`config.mk`:
```
export PLATFORM = sky130hd
export DESIGN_NAME = wrap_interval_timer
export DESIGN_NICKNAME = d
export VERILOG_FILES = /design/src/rtl/wit_pkg.sv /design/src/rtl/wit_wrap_detect.sv /design/src/rtl/wrap_interval_timer.sv
export SDC_FILE = /design/constraint.sdc
export NUM_CORES = 1
export LEC_CHECK = 0
export CORE_MARGIN = 2
export CORE_UTILIZATION = 48
export CTS_CLUSTER_DIAMETER = 30
export DETAILED_ROUTE_END_ITERATION = 10
export PLACE_DENSITY_LB_ADDON = 0.05
export SKIP_LAST_GASP = 1
export SLEW_MARGIN = 20
export SYNTH_ARGS = -nofsm -noshare
export SYNTH_HDL_FRONTEND = slang
export SYNTH_SLANG_ARGS = --single-unit
```
`constraint.sdc`:
```
create_clock -name clk -period 3.54 [get_ports clk]
set_input_delay 0.531 -clock clk [delete_from_list [all_inputs] [get_ports clk]]
set_output_delay 0.531 -clock clk [all_outputs]
set_load 0.005 [all_outputs]
```
`src/rtl/wit_pkg.sv`:
```
`default_nettype none
// ============================================================================
//  Module      : wit_pkg
//  Description : Shared constants for the wrap interval timer: FSM state
//                encoding and the width of the upstream count.
//  Revision    : 1.0 - initial release
// ============================================================================
package wit_pkg;

   // Width of the upstream down-counter value
   localparam int CNT_W = 4;

   // FSM state encoding (ERR is only reachable when the stall timeout is built in)
   localparam logic [1:0] IDLE = 2'd0;
   localparam logic [1:0] RUN  = 2'd1;
   localparam logic [1:0] DONE = 2'd2;
   localparam logic [1:0] ERR  = 2'd3;

   // Value the upstream counter shows right after it wraps from zero
   localparam logic [CNT_W-1:0] CNT_MAX = {CNT_W{1'b1}};

endpackage : wit_pkg
`default_nettype wire

```
`src/rtl/wit_wrap_detect.sv`:
```
`default_nettype none
// ============================================================================
//  Module      : wit_wrap_detect
//  Description : Remembers the previous upstream count and flags the cycle in
//                which the down counter wraps from 0 to its maximum value.
//                The previous value is only trusted once one post-reset cycle
//                has been captured, so a count that already sits at the
//                maximum when reset releases is never taken as a wrap.
//  Revision    : 1.0 - initial release
// ============================================================================
module wit_wrap_detect
   import wit_pkg::*;
(
   input  logic             clk,
   input  logic             rst,
   input  logic [CNT_W-1:0] i_cnt,
   output logic [CNT_W-1:0] o_prev_cnt,
   output logic             o_wrap
);

   logic [CNT_W-1:0] r_prev_cnt;
   logic             r_prev_vld;

   // Capture the upstream count every cycle; validity follows one cycle after reset
   always_ff @(posedge clk) begin
      if (rst) begin
         r_prev_cnt <= '0;
         r_prev_vld <= 1'b0;
      end else begin
         r_prev_cnt <= i_cnt;
         r_prev_vld <= 1'b1;
      end
   end

   // A wrap is strictly the 0 -> max step; any other jump to max is ignored
   assign o_wrap     = r_prev_vld && (r_prev_cnt == '0) && (i_cnt == CNT_MAX);
   assign o_prev_cnt = r_prev_cnt;

endmodule : wit_wrap_detect
`default_nettype wire

```
`src/rtl/wrap_interval_timer.sv`:
```
`default_nettype none
// ============================================================================
//  Module      : wrap_interval_timer
//  Description : Counts a programmable number of wraps of an upstream 4-bit
//                down counter and raises done, held until acknowledged.
//                Stretches the 16-cycle counter period into long intervals.
//  Options     : WIT_STALL_TIMEOUT_EN - when defined, a frozen upstream count
//                during RUN for TO_CYC cycles moves the timer into ERR.
//                When undefined there is no ERR state and err is tied low.
//  Revision    : 1.0 - initial release
// ============================================================================
module wrap_interval_timer
   import wit_pkg::*;
#(
   parameter int PW     = 8,
   parameter int TO_CYC = 32
)(
   input  logic             clk,
   input  logic             rst,
   input  logic [CNT_W-1:0] cnt_in,
   input  logic             start,
   input  logic [PW-1:0]    period,
   input  logic             ack,
   output logic             busy,
   output logic             done,
   output logic             err,
   output logic [PW-1:0]    remaining
);

   localparam logic [PW-1:0] c_ONE = PW'(1);

   logic [1:0]       r_state;
   logic [PW-1:0]    r_remaining;
   logic             w_wrap;
   logic [CNT_W-1:0] w_prev_cnt;
   logic             w_stall_hit;

   wit_wrap_detect u_wrap_detect (
      .clk        (clk),
      .rst        (rst),
      .i_cnt      (cnt_in),
      .o_prev_cnt (w_prev_cnt),
      .o_wrap     (w_wrap)
   );

`ifdef WIT_STALL_TIMEOUT_EN
   localparam int STALL_W = $clog2(TO_CYC + 1);
   localparam logic [STALL_W-1:0] c_STALL_LAST = STALL_W'(TO_CYC - 1);

   logic [STALL_W-1:0] r_stall;
   logic               w_hold;

   // Upstream count did not move since the previous cycle
   assign w_hold = (cnt_in == w_prev_cnt);

   // Count consecutive frozen cycles while running; any movement or leaving RUN clears it
   always_ff @(posedge clk) begin
      if (rst) begin
         r_stall <= '0;
      end else if ((r_state == RUN) && w_hold && !w_stall_hit) begin
         r_stall <= r_stall + STALL_W'(1);
      end else begin
         r_stall <= '0;
      end
   end

   // The frozen cycle that brings the count up to TO_CYC triggers the timeout
   assign w_stall_hit = (r_state == RUN) && w_hold && (r_stall == c_STALL_LAST);
`else
   logic w_unused;

   // Stall supervision is not built: previous count and timeout limit are not needed
   assign w_stall_hit = 1'b0;
   assign w_unused    = ^{w_prev_cnt, (TO_CYC != 0)};
`endif

   // Main control: accept start in IDLE, count wraps in RUN, hold DONE/ERR until ack
   always_ff @(posedge clk) begin
      if (rst) begin
         r_state     <= IDLE;
         r_remaining <= '0;
      end else begin
         case (r_state)
            IDLE: begin
               if (start) begin
                  if (period == '0) begin
                     // Zero-length interval completes immediately without a RUN cycle
                     r_state <= DONE;
                  end else begin
                     r_state     <= RUN;
                     r_remaining <= period;
                  end
               end
            end
            RUN: begin
               if (w_wrap) begin
                  if (r_remaining == c_ONE) begin
                     r_state     <= DONE;
                     r_remaining <= '0;
                  end else begin
                     r_remaining <= r_remaining - c_ONE;
                  end
               end else if (w_stall_hit) begin
                  r_state     <= ERR;
                  r_remaining <= '0;
               end
            end
            DONE: begin
               // A simultaneous start is deliberately dropped here
               if (ack) begin
                  r_state <= IDLE;
               end
            end
`ifdef WIT_STALL_TIMEOUT_EN
            ERR: begin
               if (ack) begin
                  r_state <= IDLE;
               end
            end
`endif
            default: begin
               r_state     <= IDLE;
               r_remaining <= '0;
            end
         endcase
      end
   end

   assign busy      = (r_state == RUN);
   assign done      = (r_state == DONE);
`ifdef WIT_STALL_TIMEOUT_EN
   assign err       = (r_state == ERR);
`else
   assign err       = 1'b0;
`endif
   assign remaining = r_remaining;

endmodule : wrap_interval_timer
`default_nettype wire

```
==> out/metrics.csv, run 1 <==
metric,value,unit
outcome,"finished, final reports clean",
die area,0.00217,mm²
GR Util All Layers,22.1,%
Final setup viols,0,
area grow syn2layout,33.0,%
Placeable Area,0.00173,mm²
yosys warns,0,
combinational share of power,32.9,%
final hold violations,0,
clock skew,13.1,ps
Post-layout nets,145,
Initial DRC Count,11,
final worst slack,1120,ps
drt first pass iters,4,
H-tree depth,1,
met2 wire len,1.03,mm
cts-stage hold buffer count,0,
number of flops mapped to enable cells by yosys,0,
clock buffer depth,2,
Final Wtd Congestion,0.772,
layout cell share with drive strength beyond 1,6.35,%
starting density of the core,50.5,%
# Max-Cap Violations,0,
vias per std cell,5.45,
"Seq/Total Area, Yosys",34.4,%
internal cell power,311,µW
die extent in x,46.6,µm
Inserted Diodes,0,
total grt overflow,0,
initial antenna violation count,0,
Final TNS setup,0,ps
#FFs+latches synth,15,
Clock Sinks,15,
Worst Path Arrival,1890,ps
ys async rst share,0,%
Final min period,2420,ps
final worst path period share,68.4,%
Setup Crit Path Kind,register to output port,
"Top FF cell, synth",dfxtp_1,
Peak VDD IR,0.320,mV
RSZ-0062 raised after global routing,no,
CP max stage delay,760,ps
CTS Buf Count,3,
design area,0.00116,mm²
startpoint types,register,
row cnt,15,
vias in the first global route,761,
Final ANT Viol Nets,0,
"Slew Viols, Final",0,
final wirelength,2.09,mm
placed inst area,0.00113,mm²
post-synthesis instance area,872,µm²
Mapped Avg Cell Area,8.55,µm²
# Post-CTS Setup Buffers,0,
IO Pins,27,
Post-route DRC,0,
"Cell Chain, Critical Path",nand2b_1 > inv_1 > clkdlybuf4s50_1,
Net Switching,142,µW
wire length on met1,910,µm
reg2reg setup slack,1670,ps
crit end category,output port,
DP Worst Slack,1190,ps
cell count after synthesis,102,
Worst Hold Class,register to register,
max_slew headroom,55.3,%
port bufs,25,
crit path max fanout,18,
worst skew pair latency,280,ps
fmax,413,MHz
Mapped Nets,120,
Top Metal Used,met4,
Via Count,823,
LEAKAGE,0.000451,µW
CTS tree,done,
clock tree root driver cell,clkbuf_4,
non-filler cells in the finished layout,151,
dpl cells,147,
clock power share,20.9,%
Die Span Y,46.6,µm
DR WL met3,127,µm
average routed wire per standard cell,13.8,µm
Net Sw Frac,31.4,%
share of power burned in registers,46.2,%
Post-CTS Resized,0,
worst-margin pin slew,670,ps
Worst-path clk slew,90,ps
PwrDens,390,mW/mm²
largest net degree at the start of global routing,19,
Worst EP required,3010,ps
post-synth cell types,33,
final hold slack,511,ps
first-pass GRT wire length,3.33,mm
slowest cell on the critical path,dfxtp_1,
-- through the flow --
step           power, µW  util [%]
2_1_floorplan        299         -
3_3_place_gp         356      65.7
3_5_place_dp         361      65.7
4_1_cts              456      67.2
5_1_grt              480      67.2
6_report             453      67.2
-- flip-flops by register name (all words and copies together) (netlist names) --
signal,count
r_state,2
remaining,8
u_wrap_detect.o_prev_cnt,4
u_wrap_detect.r_prev_vld,1
-- Yosys cell counts (all sizes together) (4+ instances only) --
library cell / n / area share, %
nand2: 10 / 4.3
nor2b: 8 / 5.7
a21oi: 7 / 4.0
nor2: 8 / 3.4
mux2i: 5 / 5.7
xor2: 4 / 4.0
inv: 4 / 1.7
dfxtp: 15 / 34
or3: 4 / 2.9
clkbuf: 4 / 1.7
-- area by class of cell --
class,count,area [µm²]
fillers,165,567
multi-input cells,77,529
flip-flops and latches,15,300
repair buffers,26,258
well taps,25,31.3
clock buffers,4,26.3
inverters,4,15.0
-- cells in the final DEF, fill, tap and decap left out, drive strengths merged, types with 3 or more instances in the layout --
| master | n |
|---|---|
| mux2i | 5 |
| nand2b | 3 |
| clkbuf | 4 |
| nor2 | 8 |
| nor4 | 3 |
| or3 | 4 |
| xor2 | 4 |
| nor2b | 8 |
| dfxtp | 15 |
| inv | 4 |
| a31oi | 3 |
| nand2 | 10 |
| clkdlybuf4s50 | 25 |
| a21oi | 7 |
-- critical path: cells and delay by family (launching register included) --
kind                   cells  cell delay [ps]
buffers and inverters      2              640
DFF                        1              760
and+or+nand+nor            1              200
-- path summary, 6_finish.rpt --
kind / startpoint / endpoint / cells past startpoint
worst max-delay path: r_state[0] / busy / 3
worst min-delay path: remaining[7] / remaining[7] / 2
worst max register to register: remaining[2] / r_state[1] / 5
worst min register to register: remaining[7] / remaining[7] / 2
-- kinds of logic after synthesis --
logic type / synth area share (%)
fa+ha+maj: 2.87
compound gates: 15.1
simple gates: 30.8
flops: 34.4
mux: 7.46
other cells: 0.430
buf+inv: 4.88
xor+xnor: 4.02
-- metal layers --
metal  GRT usage [%]  vias to the layer above
met2            36.4                       30
li1                -                      410
met4            7.22                        0
met5               0                        -
met3            7.06                        2
met1            27.1                      381
-- power by group through the flow --
| stage | Combinational, µW | Sequential, µW | Clock, µW |
|---|---|---|---|
| 2_1_floorplan | 94.8 | 204 | 0 |
| 6_report | 149 | 209 | 94.6 |
| 5_1_grt | 163 | 212 | 105 |
| 4_1_cts | 150 | 209 | 97.5 |
| 3_3_place_gp | 144 | 213 | 0 |
| 3_5_place_dp | 149 | 213 | 0 |
Note: power is estimated with default switching activity, not from simulation.
==> inputs of run 2 (changes only) <==
--- a/config.mk
+++ b/config.mk
@@ -6,7 +6,7 @@
 export NUM_CORES = 1
 export LEC_CHECK = 0
 export CORE_MARGIN = 2
-export CORE_UTILIZATION = 48
+export CORE_UTILIZATION = 41
 export CTS_CLUSTER_DIAMETER = 30
 export DETAILED_ROUTE_END_ITERATION = 10
 export PLACE_DENSITY_LB_ADDON = 0.05
==> constraint.sdc (replaced) <==
create_clock -name clk -period 2 [get_ports clk]
set_input_delay 0.3 -clock clk [delete_from_list [all_inputs] [get_ports clk]]
set_output_delay 0.3 -clock clk [all_outputs]
set_load 0.005 [all_outputs]
==> run 2 against run 1 <==
  * First-iteration DRC count rose by 91%
  * Critical endpoint unchanged
  * Sequential power rose by 72%
  * Setup slack got worse by 930 ps
  * Sequential share of layout area fell by 0.97 points
  * Via count rose by 0.49%
  * Count of clock-buffer cells in the layout fell by 1
  * Register-to-register slack got worse by 1400 ps
  * Power rose by 78%
  * Critical path type unchanged
  * Clock skew fell by 12 ps
  * Routed wire length fell by 2.8%
  * Critical path depth did not move
  * Global-route usage fell by 4.2 points
==> out/metrics.csv, run 2 (same netlist as run 1, synthesis figures left out) <==
metric,value,unit,change
crit end category,output port,,
reg2reg end,r_state[1],,
final worst path period share,90.4,%,
first-pass GRT wire length,3.39,mm,+1.7%
final worst slack,191,ps,-928 ps
initial antenna violation count,0,,unchanged
Setup Crit Path Kind,register to output port,,
Initial DRC Count,21,,+10
"Slew Viols, Final",0,,unchanged
Worst Hold Launch,remaining[7],,
Peak VDD IR,0.510,mV,+59%
# Max-Cap Violations,0,,unchanged
non-filler cells in the finished layout,159,,+5.3%
worst r2r src,remaining[2],,
port bufs,25,,unchanged
row cnt,16,,+1
Inserted Diodes,0,,unchanged
worst skew pair latency,280,ps,about the same
startpoint types,register,,
Placeable Area,0.00198,mm²,+15%
Final min period,1810,ps,
# Post-CTS Setup Buffers,0,,unchanged
die area,0.00251,mm²,+16%
crit path max fanout,12,,-6
Net Sw Frac,31.3,%,-0.051 points
DP Worst Slack,-86.7,ps,-1280 ps
Largest register FFs,8,,unchanged
vias per std cell,5.20,,-4.6%
largest net degree at the start of global routing,18,,-1
layout cell share with drive strength beyond 1,12.1,%,+5.8 points
reg2reg setup slack,240,ps,-1430 ps
die extent in x,50.1,µm,+7.5%
CTS tree,done,,
final hold violations,0,,unchanged
R2R cell count,5,,unchanged
outcome,"finished, final reports clean",,
vias in the first global route,756,,-0.66%
Worst EP required,1700,ps,-1310 ps
Net Switching,252,µW,+78%
Final setup viols,0,,unchanged
Post-layout nets,151,,+4.1%
combinational share of power,34.1,%,+1.2 points
Detail Placement HPWL,1.51,mm,
LEAKAGE,0.000485,µW,+7.4%
clock tree root driver cell,clkbuf_4,,
RSZ-0062 raised after global routing,no,,
Post-route DRC,0,,unchanged
"commonest cells after routing, fill and taps aside","clkdlybuf4s50_1 (25), dfxtp_1 (14), nand2_1 (10)",,
fmax,553,MHz,
worst hold stages,2,,unchanged
share of power burned in registers,44.7,%,-1.5 points
"Endpoint, Worst Hold",remaining[7],,
CTS Buf Count,3,,unchanged
Final Wtd Congestion,0.826,,+7.0%
critical path launch point,r_state[1],,
Post-CTS Resized,0,,unchanged
clock power share,21.2,%,+0.3 points
Final ANT Viol Nets,0,,unchanged
starting density of the core,44.0,%,-6.5 points
total grt overflow,0,,unchanged
IO Pins,27,,unchanged
dpl cells,155,,+5.4%
clock buffer depth,2,,unchanged
area grow syn2layout,38.7,%,
"commonest non-fill, non-tap cell in the layout",clkdlybuf4s50_1,,
clock skew,1.06,ps,-12.0 ps
GR Util All Layers,17.9,%,-4.2 points
Worst-path clk slew,90,ps,about the same
H-tree depth,1,,unchanged
cts-stage hold buffer count,0,,unchanged
Via Count,827,,+0.49%
PwrDens,666,mW/mm²,+71%
Worst Hold Class,register to register,,
Die Span Y,50.1,µm,+7.5%
Worst Path Arrival,1510,ps,-380 ps
Clock Sinks,15,,unchanged
average routed wire per standard cell,12.8,µm,-7.7%
drt first pass iters,4,,unchanged
final wirelength,2.03,mm,-2.8%
internal cell power,553,µW,+78%
-- run 2: cell types whose count changed in the layout (fill, tap and decap cells not counted) --
cell and change:
buf_4 +6, dfxtp_2 +1, dfxtp_1 -1, clkinv_2 +1, clkbuf_1 -1
-- run 2: how the worst max path moves through the flow --
stage / slack (ps) / end / cells after the start
finish: 190 / busy / 3
global placement: -50 / r_state[1] / 7
global route: 90 / r_state[1] / 7
detailed placement: -90 / r_state[1] / 7
CTS: 90 / busy / 3
floorplan: 330 / r_state[1] / 5
-- run 2: per-layer routing --
layer | wire, µm | global-route usage [%] | share of wire [%] | vias to the layer above
met5 | 0 | 0 | 0 | -
met4 | 12 | 4.17 | 0.59 | 0
met3 | 125 | 5.45 | 6.2 | 2
met2 | 959 | 27.9 | 47 | 26
met1 | 931 | 23.9 | 46 | 378
li1 | - | - | - | 421
-- run 2: power groups by stage --
| stage | sequential (µW) | combinational [µW] | clock [µW] |
|---|---|---|---|
| 5_1_grt | 365 | 301 | 194 |
| 6_report | 360 | 275 | 171 |
| 2_1_floorplan | 361 | 168 | 0 |
| 3_3_place_gp | 366 | 273 | 0 |
| 3_5_place_dp | 367 | 273 | 0 |
| 4_1_cts | 361 | 276 | 179 |
-- run 2: cell type report --
cell class              instances  area (µm²)
multi-input cells              77         529
clock buffers                   3        22.5
flip-flops and latches         15         302
well taps                      27        33.8
clock inverters                 1        5.00
repair buffers                 32         303
inverters                       4        15.0
fillers                       170         772
-- run 2: per-stage QoR --
step	TNS [ps]	hold WS, ps	cell area, µm²	total power (µW)	util, %
2_1_floorplan	0	372	872	529	-
3_3_place_gp	-65.1	486	1180	640	59.6
3_5_place_dp	-204	497	1180	640	59.6
4_1_cts	0	511	1210	815	61.0
5_1_grt	0	545	1210	860	61.0
6_report	0	503	1210	806	61.0
-- run 2: worst max-delay path, cell delays in order, from the launching register on --
cell and delay, ps:
dfxtp_2 390, nand2b_1 200, inv_1 120, clkdlybuf4s50_1 510
==> inputs of run 3 (changes only) <==
--- a/config.mk
+++ b/config.mk
@@ -6,7 +6,8 @@
 export NUM_CORES = 1
 export LEC_CHECK = 0
 export CORE_MARGIN = 2
-export CORE_UTILIZATION = 41
+export CORE_UTILIZATION = 43
+export CTS_BUF_LIST = sky130_fd_sc_hd__clkbuf_8
 export CTS_CLUSTER_DIAMETER = 30
 export DETAILED_ROUTE_END_ITERATION = 10
 export PLACE_DENSITY_LB_ADDON = 0.05
==> run 3 against run 2 <==
  * Via count up 0.36%
  * Fmax shrank 2.7%
  * Power increased by 9.9%
  * Final cell count increased by 1.3%
  * Routed wire length is 1.4% lower
  * Die area decreased by 4.3%
  * Core utilization grew 2.9 points
  * Largest power group unchanged
==> out/metrics.csv, run 3 (same netlist as run 1, synthesis figures left out) <==
metric,value,unit,change
PwrDens,713,mW/mm²,+7.0%
worst skew pair latency,240,ps,-40 ps
largest net degree at the start of global routing,16,,-2
Via Count,830,,+0.36%
"commonest non-fill, non-tap cell in the layout",clkdlybuf4s50_1,,
row cnt,16,,unchanged
cts-stage hold buffer count,0,,unchanged
area of the multi-input gates,529,µm²,unchanged
Final TNS setup,0,ps,unchanged
Post-route DRC,0,,unchanged
share of power burned in registers,40.7,%,-4.0 points
Final Wtd Congestion,0.826,,about the same
# Max-Cap Violations,0,,unchanged
layout cell share with drive strength beyond 1,12.7,%,+0.57 points
internal cell power,621,µW,+12%
initial antenna violation count,0,,unchanged
vias in the first global route,789,,+4.4%
Net Sw Frac,29.9,%,-1.4 points
drt first pass iters,4,,unchanged
final worst path period share,92.9,%,+2.5 points
Net Switching,265,µW,+4.9%
vias per std cell,5.16,,-0.88%
Worst EP required,2180,ps,+480 ps
die extent in x,49.0,µm,-2.2%
Worst Path Arrival,2040,ps,+530 ps
Placeable Area,0.00194,mm²,-2.0%
Inserted Diodes,0,,unchanged
Setup Crit Path Kind,register to register,,
die area,0.00240,mm²,-4.3%
final wirelength,2.00,mm,-1.4%
Initial DRC Count,8,,-62%
port bufs,25,,unchanged
Die Span Y,49.0,µm,-2.2%
outcome,"finished, final reports clean",,
Seq. cell area,300,µm²,-0.41%
fmax,538,MHz,-2.7%
clock buffer depth,2,,unchanged
Layout fillers,181,,+6.5%
Detail Placement HPWL,1.58,mm,+5.3%
clock tree root driver cell,clkbuf_8,,
Post-CTS Resized,0,,unchanged
Worst-path clk slew,60,ps,-30 ps
starting density of the core,44.9,%,+0.91 points
average routed wire per standard cell,12.4,µm,-2.6%
CTS tree,done,,
Peak VDD IR,0.567,mV,+11%
Final min period,1860,ps,+49.6 ps
combinational share of power,31.7,%,-2.4 points
non-filler cells in the finished layout,161,,+1.3%
first-pass GRT wire length,3.43,mm,+1.2%
Worst Hold Class,register to register,,
"Cell Chain, Critical Path",nor4_4 > nand3_4 > mux2_4 > or3_1 > a21oi_1,,
IO Pins,27,,unchanged
"Slew Viols, Final",0,,unchanged
Clock Sinks,15,,unchanged
LEAKAGE,0.000502,µW,+3.6%
post-layout util,64.0,%,+2.9 points
CP max stage delay,450,ps,-60 ps
dpl cells,157,,+1.3%
# Post-CTS Setup Buffers,0,,unchanged
crit path max fanout,7,,-5
startpoint types,register,,
clock skew,1.02,ps,-0.0472 ps
"commonest cells after routing, fill and taps aside","clkdlybuf4s50_1 (25), dfxtp_1 (15), nand2_1 (10)",,
crit end category,register,,
area grow syn2layout,42.5,%,
Post-layout nets,153,,+1.3%
Final setup viols,0,,unchanged
final hold violations,0,,unchanged
GR Util All Layers,18.1,%,+0.26 points
CTS Buf Count,3,,unchanged
Final ANT Viol Nets,0,,unchanged
RSZ-0062 raised after global routing,no,,
clock power share,27.6,%,+6.4 points
Largest register FFs,8,,unchanged
H-tree depth,1,,unchanged
total grt overflow,0,,unchanged
slowest cell on the critical path,nor4_4,,
Tot Pwr,885,µW,+9.9%
==> run 3: routing by layer <==
metal | GRT usage (%) | vias to the layer above | share of wire, %
met5 | 0 | - | 0
li1 | - | 425 | -
met1 | 24.1 | 387 | 48
met4 | 4.29 | 0 | 0
met2 | 30.6 | 18 | 48
met3 | 3.07 | 0 | 3.5
==> run 3: worst paths after layout <==
check                                   from           end  slack (ps)  depth (start not counted)
worst max register to register  remaining[2]    r_state[1]         140                          5
worst max-delay path            remaining[2]    r_state[1]         140                          5
worst min-delay path            remaining[7]  remaining[7]         510                          2
worst min register to register  remaining[7]  remaining[7]         510                          2
==> run 3: final cells by class <==
class                      count  share of cell area [%]
multi-input combinational     77                    42.6
timing repair buffer          34                    25.6
sequential                    15                    24.2
clock buffer                   3                    3.32
tap                           27                    2.72
inverter                       4                    1.21
clock inverter                 1                   0.403
==> run 3: per-stage QoR <==
| step | hold WS [ps] | cell area (µm²) | setup WS (ps) |
|---|---|---|---|
| after floorplan | 372 | 872 | 331 |
| after global placement | 488 | 1200 | -92.1 |
| after detailed placement | 505 | 1200 | -95.8 |
| after CTS | 515 | 1240 | 154 |
| after global routing | 532 | 1240 | 12.3 |
| final | 505 | 1240 | 142 |
==> run 3: power groups by stage <==
stage	registers, µW	clock network (µW)	logic, µW
6_report	360	244	281
2_1_floorplan	361	0	168
3_3_place_gp	366	0	276
5_1_grt	366	265	311
3_5_place_dp	367	0	280
4_1_cts	361	251	282
==> run 3: critical path: cells and delay by family (launching register included) <==
kind | cells | cell delay (ps)
compound gates | 1 | 140
flops | 1 | 390
mux | 1 | 290
simple gates | 3 | 970
